==> src/rtl/rr_decoder_arbiter.sv <==
// Round-robin arbiter sharing one N-bit decoder among 2**N requesters.
// Define RR_ARB_TIMEOUT_EN to revoke grants held for MAX_HOLD cycles.
module rr_decoder_arbiter #(
    parameter int N        = 3,
    parameter int MAX_HOLD = 16
) (
    input  logic            clk,
    input  logic            rst,
    input  logic [2**N-1:0] req,
    input  logic            done,
    output logic            dec_en,
    output logic [N-1:0]    dec_idx,
    output logic [2**N-1:0] gnt,
    output logic            busy,
    output logic            timeout
);

    localparam int NR = 2**N;

    localparam logic [1:0] S_IDLE  = 2'd0;
    localparam logic [1:0] S_GRANT = 2'd1;
    localparam logic [1:0] S_GAP   = 2'd2;

    logic [1:0]    state_q, state_d;
    logic          en_q, en_d;
    logic [N-1:0]  idx_q, idx_d;
    logic [NR-1:0] gnt_q, gnt_d;
    logic [N-1:0]  ptr_q, ptr_d;
    logic          found;
    logic [N-1:0]  win;
    logic          release_c;

    // First requester at or after ptr, wrapping through the index space.
    always_comb begin
        logic [N-1:0] cand;
        found = 1'b0;
        win   = '0;
        for (int k = 0; k < NR; k++) begin
            cand = ptr_q + N'(k);
            if (!found && req[cand]) begin
                found = 1'b1;
                win   = cand;
            end
        end
    end

    assign release_c = done || !req[idx_q];

`ifdef RR_ARB_TIMEOUT_EN
    localparam int CW = $clog2(MAX_HOLD) + 1;
    logic [CW-1:0] cnt_q, cnt_d;
    logic          to_q, to_d;
    logic          expire;

    assign expire = (cnt_q == CW'(MAX_HOLD - 1));
`else
    logic expire;

    assign expire = 1'b0;
`endif

    always_comb begin
        state_d = state_q;
        en_d    = en_q;
        idx_d   = idx_q;
        gnt_d   = gnt_q;
        ptr_d   = ptr_q;
`ifdef RR_ARB_TIMEOUT_EN
        cnt_d   = cnt_q;
        to_d    = 1'b0;
`endif
        case (state_q)
            S_IDLE: begin
                if (found) begin
                    state_d = S_GRANT;
                    en_d    = 1'b1;
                    idx_d   = win;
                    gnt_d   = {{(NR-1){1'b0}}, 1'b1} << win;
                    ptr_d   = win + 1'b1;
`ifdef RR_ARB_TIMEOUT_EN
                    cnt_d   = '0;
`endif
                end
            end
            S_GRANT: begin
                // A genuine release beats a coincident expiry.
                if (release_c || expire) begin
                    state_d = S_GAP;
                    en_d    = 1'b0;
                    gnt_d   = '0;
`ifdef RR_ARB_TIMEOUT_EN
                    to_d    = !release_c;
`endif
                end
`ifdef RR_ARB_TIMEOUT_EN
                else begin
                    cnt_d = cnt_q + 1'b1;
                end
`endif
            end
            S_GAP: begin
                state_d = S_IDLE;
            end
            default: begin
                state_d = S_IDLE;
                en_d    = 1'b0;
                gnt_d   = '0;
            end
        endcase
    end

    always_ff @(posedge clk) begin
        if (rst) begin
            state_q <= S_IDLE;
            en_q    <= 1'b0;
            idx_q   <= '0;
            gnt_q   <= '0;
            ptr_q   <= '0;
`ifdef RR_ARB_TIMEOUT_EN
            cnt_q   <= '0;
            to_q    <= 1'b0;
`endif
        end else begin
            state_q <= state_d;
            en_q    <= en_d;
            idx_q   <= idx_d;
            gnt_q   <= gnt_d;
            ptr_q   <= ptr_d;
`ifdef RR_ARB_TIMEOUT_EN
            cnt_q   <= cnt_d;
            to_q    <= to_d;
`endif
        end
    end

    assign dec_en  = en_q;
    assign dec_idx = idx_q;
    assign gnt     = gnt_q;
    assign busy    = (state_q != S_IDLE);
`ifdef RR_ARB_TIMEOUT_EN
    assign timeout = to_q;
`else
    assign timeout = 1'b0;
`endif

endmodule

==> config.mk <==
export PLATFORM = sky130hd
export DESIGN_NAME = rr_decoder_arbiter
export DESIGN_NICKNAME = d
export VERILOG_FILES = /design/src/rtl/rr_decoder_arbiter.sv
export SDC_FILE = /design/constraint.sdc
export NUM_CORES = 1
export LEC_CHECK = 0
export CORE_ASPECT_RATIO = 1.4
export CORE_MARGIN = 1.5
export CORE_UTILIZATION = 35
export DETAILED_ROUTE_END_ITERATION = 8
export GPL_TIMING_DRIVEN = 0
export SLEW_MARGIN = 20
export SYNTH_ARGS = -nofsm -noshare
export SYNTH_HDL_FRONTEND = slang
export SYNTH_SLANG_ARGS = --single-unit
==> constraint.sdc <==
create_clock -name clk -period 5.8 [get_ports clk]
set_clock_uncertainty 0.2 [all_clocks]
set_input_delay 0.87 -clock clk [delete_from_list [all_inputs] [get_ports clk]]
set_output_delay 0.87 -clock clk [all_outputs]
set_load 0.01 [all_outputs]
==> Word level (Yosys, flattened, before mapping) <==
Index checks and enable logic that the tools add are counted.
{ "totals": {"word_cells": 92, "output_inout_bits": 14, "regBits": 17} }
{ "op_classes": {"n_reduce_logical": 21, "n_bitwise": 1, "add_sub_neg": 8, "n_mux": 43, "order_cmp": 9, "n_eq_ne": 4, "shifts": 1} }
{ "op_table": {"columns": ["cell", "count"], "rows": [
  ["$lt 3x4->1 const B", 9],
  ["$bmux 1 s3", 9],
  ["$mux 3", 8],
  ["$pmux 8 s3", 1],
  ["$mux 1", 19],
  ["$mux 8", 2],
  ["$add 3x3->3 const B", 4],
  ["$logic_not 1->1", 8],
  ["$shl 1x3->8 const A", 1],
  ["$logic_and 1x1->1", 7],
  ["$add 3x1->3 const B", 2],
  ["$add 3x2->3 const B", 2],
  ["$mux 2", 2],
  ["$ne 2x2->1 const B", 2],
  ["$pmux 2 s2", 1],
  ["$reduce_and 2->1", 2],
  ["$pmux 1 s3", 1],
  ["$reduce_and 3->1", 1],
  ["$eq 2x1->1 const B", 1],
  ["$eq 2x2->1 const B", 1],
  ["$logic_not 2->1", 1],
  ["$reduce_bool 2->1", 1],
  ["$logic_or 1x1->1", 1],
  ["$not 1->1", 1]
]} }

==> Logic depth before layout (Yosys ltp) <==
{ "logic_depth": {"ltp_word": 27, "ltp_mapped": 16} }

==> Least setup slack after synthesis <==
No wires, ideal clock.
{ "synth_timing": {"kind": "reg2reg", "start": "register ptr_q[1]", "end": "register ptr_q[2]", "path_stages_with_launch": 16, "synth_period_minus_slack_ns": 4.103, "required_ns": 5.481, "n_path_buf": 3, "slack_ns": 1.697, "setup_ns": 0.119, "t_arrival_ns": 3.784, "path_cell_list": "dfxtp_1 -> buf_2 -> buf_1 -> inv_1 -> ha_1 -> buf_6 -> mux4_2 -> mux2_4 -> a211oi_1 -> o21ai_0 -> a221oi_1 -> inv_1 -> ha_1 -> ha_1 -> mux2i_1 -> nor2_1"} }
{ "synth_via": {"elab_chain_len": 25} }
{ "synth_rtl": {"columns": ["element", "line", "source"], "rows": [
  ["start, declared", "28", "logic [N-1:0] ptr_q, ptr_d;"],
  ["start signal, assigned", "128", "ptr_q <= ptr_d;"],
  ["parallel branches: the longest is 23 deep, another holds $add 3x1->3", null, null],
  ["$mux 3 *", "40", "if (!found && req[cand]) begin"],
  ["via win[1]", "30", "logic [N-1:0] win;"],
  ["$add 3x1->3 *", "79", "ptr_d = win + 1'b1;"]
]} }
Mark *: on every way through the listed nets, which the timed path passes. The select of a mux whose other input is x is not followed.
A chain may end at the register's enable or synchronous reset.

==> Worst setup path in the final report <==
Same ends and word-level chain as after synthesis.

==> PnR_summary.wiki <==
{| class="wikitable"
! Metric !! Value
|-
| Result of the run || finished clean
|-
| Core region area || 4572 sq um
|-
| Crit-path most repeated cell || ha_1
|-
| Data required, critical path || approximately 5.7 ns
|-
| Number of failing hold endpoints at the final stage || 0
|-
| Maximum vdd drop || 322.6 uV
|-
| Synthesis warning total || 0
|-
| WL met2 || approximately 2300 um
|-
| Initial DRC Count || 50
|-
| Htree depth || 1
|-
| Worst Path Max Fanout || 10
|-
| Number of buffers added by the clock tree synthesis step || 3
|-
| Post-cts resize count || 0
|-
| Critical Path, Cell by Cell || buf_2 > buf_1 > inv_1 > ha_1 > buf_6 > mux4_2 > mux2_4 > a211oi_1 > o21ai_0 > a221oi_1 > inv_1 > ha_1 > ha_1 > mux2i_1 > nor2_1
|-
| Placement-stage cell area || between 1500 and 2000 sq um
|-
| Met1 layer wirelength in the final routing || 1723 um
|-
| Critical path startpoint category || flip-flop
|-
| Ys flop type || dfxtp_1
|-
| Fraction of registers with async set/reset || 0
|-
| Vias in the first global route || 1,441
|-
| Delay contributed by the slowest stage of the critical path || 0.66 ns
|-
| Routability-driven placement congestion ratio || approximately 0.85
|-
| Number of placed instances, taps included || roughly 260
|-
| Worst Tran Pin Value || a little over 0.7 ns
|-
| Synthesis-stage register bit count || 17
|-
| Largest cells by area after synthesis || dfxtp_1 20%, mux4_2 16%, mux2i_1 5.4%
|-
| Cell with the biggest individual delay on the critical path || a221oi_1
|-
| Global Route Usage Sum || 0.1777
|-
| Uppermost routed layer || met4
|-
| Initial Util || 0.3662
|-
| Gate count of the mapped netlist || 171
|-
| IO Count || 25
|-
| CTS root buf || clkbuf_8
|-
| Wirelength, routed || 4176 um
|-
| Post-Syn Nets || roughly 190
|-
| CTS sink count || 17
|-
| Area occupied by multi-input gates || 1220 sq um
|-
| Drt drc || 0
|-
| Start-to-end type of the worst setup path || flip-flop to flip-flop
|-
| Via count || ~1,400
|-
| Post-CTS repair timing setup buffer count || 0
|-
| Number of synthesized flops with an enable pin || 0
|-
| Number of search-and-repair iterations in the first detailed-routing pass || 4
|-
| Die boundary height || 84.83 um
|-
| CTS tree || done
|-
| Metal3 WL || 81 um
|-
| Area occupied by registers || 340.3 sq um
|-
| Total power density per cell area || around 630 nW/um^2
|-
| Worst Setup Slack post-DPL || 0.9460 ns
|-
| Fin Setup TNS || 0 ns
|-
| Setup violations, final || 0
|-
| Final nets || 216
|-
| Insertion delay of the later-clocked pin in the worst-skew pair || approximately 0.25 ns
|-
| IO Port Bufs || 22
|-
| GRT overflow || 0
|-
| Peak clock frequency supported by timing || 0.2061 GHz
|-
| Slew headroom || 0.5275
|-
| Layout cells sized above 1 || 0.1827
|-
| Antenna diodes || 0
|-
| Antenna-violating nets left || 0
|-
| Unrepaired setup endpoints after global routing || false
|-
| Share of synthesized area occupied by flip-flops and latches || 0.2033
|-
| Hold-fix buffer count after cts || 0
|-
| Final worst path period share || 0.8365
|-
| Final period demand of the worst path || 4.852 ns
|-
| Ratio of routed vias to standard cells || 5.510
|-
| Maximum Capacitance Violations || 0
|-
| Core Rows || 29
|-
| Clock transition at path regs || approximately 0.060 ns
|-
| Initial antenna violation count || 0
|-
| Netlist cell types || 55
|-
| Average instance area after synthesis || just under 10 sq um
|-
| Buffers from clock root to sink, at most || 2
|-
| Max-slew violation count || 0
|-
| Final worst setup slack || about 0.95 ns
|-
| Maximum number of pins on one net before global-route repair || 11
|-
| Wire length of the first global-routing pass || ~7000 um
|-
| Total standard cell area after synthesis || 1674 sq um
|-
| Wire per inst || between 15 and 20 um
|-
| Crit. End Element || flip-flop
|-
| Fraction of post-synthesis cell area in the top cell type by area || 0.2033
|-
| Fin util || 0.4412
|-
| Number of filler cells placed in the layout || between 400 and 500
|-
| Design area || 2017 sq um
|-
| Die width || 61.45 um
|-
| Static leakage power || 0.7689 nW
|-
| Hold WC Path Type || flip-flop to flip-flop
|-
| Arrival time worst endpoint || ~4.8 ns
|-
| Largest area contributor in the synthesized netlist || dfxtp_1
|-
| Die Outline Area || 5213 sq um
|-
| Post-synthesis to final-layout area growth || 20.48%
|-
| DP Wirelength || 3276 um
|-
| Final cell count without fillers || approximately 260
|}
[cell usage after synthesis, types with 2 or more instances]
| cell type | n |
|---|---|
| mux4_2 | 12 |
| clkbuf_1 | 3 |
| o22ai_1 | 4 |
| a21oi_1 | 9 |
| dfxtp_1 | 17 |
| ha_1 | 7 |
| a211oi_1 | 3 |
| nor2b_1 | 4 |
| inv_2 | 2 |
| inv_1 | 8 |
| xnor2_1 | 2 |
| buf_6 | 3 |
| mux4_1 | 2 |
| o211ai_1 | 2 |
| nand2b_1 | 3 |
| nor3_1 | 4 |
| a221oi_1 | 2 |
| nor2_1 | 12 |
| a32o_1 | 7 |
| buf_2 | 3 |
| and2_1 | 2 |
| mux2i_1 | 9 |
| a22o_1 | 3 |
| a21o_1 | 5 |
| mux2_2 | 2 |
| o21ai_0 | 2 |
| nand2_1 | 11 |
[layout make-up]
cell class / instances / share of cell area
Sequential cell: 17 / 0.1687
Multi-Input combinational cell: 132 / 0.6048
Buffer: 12 / 0.03784
Tap cell: 62 / 0.03846
Inverter: 10 / 0.01861
Clock buffer: 4 / 0.02233
Timing Repair Buffer: 22 / 0.1092
[per-layer routing]
metal  track usage  vias up
met5             0        -
met3       0.01372        6
met4       0.06383        0
met1        0.2212      685
li1              -      714
met2        0.3104       22
[power by group]
part / internal (W) / total (W) / switching [W]
combinational: 0.000455 / 0.000999 / 0.000544
sequential: 0.000154 / 0.000178 / 0.0000239
clock: 0.0000487 / 0.0000862 / 0.0000375
total: 0.000658 / 0.00126 / 0.000605
[cells by family after synthesis]
group | share of synthesized area
compound gates | 0.2302
simple gates | 0.1375
flops | 0.2033
xor+xnor | 0.01570
mux | 0.2907
other cells | 0.002240
fa+ha+maj | 0.05231
buf+inv | 0.06801
[layout by cell type, fill, tap and decap left out, types with 2 or more instances in the layout]
cell type and count:
o211ai_1 2, a21o_1 5, mux2_2 2, inv_1 8, ha_1 7, buf_2 3, mux4_1 2, mux4_2 12
nand2b_1 3, o21ai_0 2, dfxtp_1 17, nor2b_1 4, a211oi_1 3, nor2_1 12, and2_1 2, clkbuf_1 4
a221oi_1 2, o22ai_1 4, mux2i_1 9, nor3_1 4, xnor2_1 2, inv_2 2, a32o_1 7, a22o_1 3
clkbuf_8 3, nand2_1 11, clkdlybuf4s50_1 22, a21oi_1 9, buf_6 3
[per-stage QoR]
stage,total power [W],hold slack (ns)
after CTS,0.001277,0.2587
after detailed placement,0.001182,0.2430
after floorplan,0.0009534,0.2909
after global routing,0.001397,0.2768
after global placement,0.001183,0.2432
final,0.001263,0.2604
[state kept, by name (all words and copies together), names as in the netlist]
| register | flops |
|---|---|
| gnt | 8 |
| dec_idx | 3 |
| ptr_q | 3 |
| state_q | 2 |
| dec_en | 1 |
[critical path, delay by kind of cell (launching register included)]
kind                     cells  cell delay (ns)
flip-flops                   1             0.33
multiplexers                 3             1.03
buffers and inverters        5             1.19
adder cells (fa/ha/maj)      3             0.93
AO/OA/AOI/OAI                3             1.00
AND/OR/NAND/NOR              1             0.05
[final timing paths]
| kind | startpoint | to | slack, ns | cells past startpoint |
|---|---|---|---|---|
| setup / recovery | ptr_q[1] | ptr_q[2] | 0.95 | 15 |
| hold / removal | dec_en | dec_en | 0.26 | 1 |
| setup reg to reg | ptr_q[1] | ptr_q[2] | 0.95 | 15 |
| hold reg to reg | dec_en | dec_en | 0.26 | 1 |
Note: power is estimated with default switching activity, not from simulation.
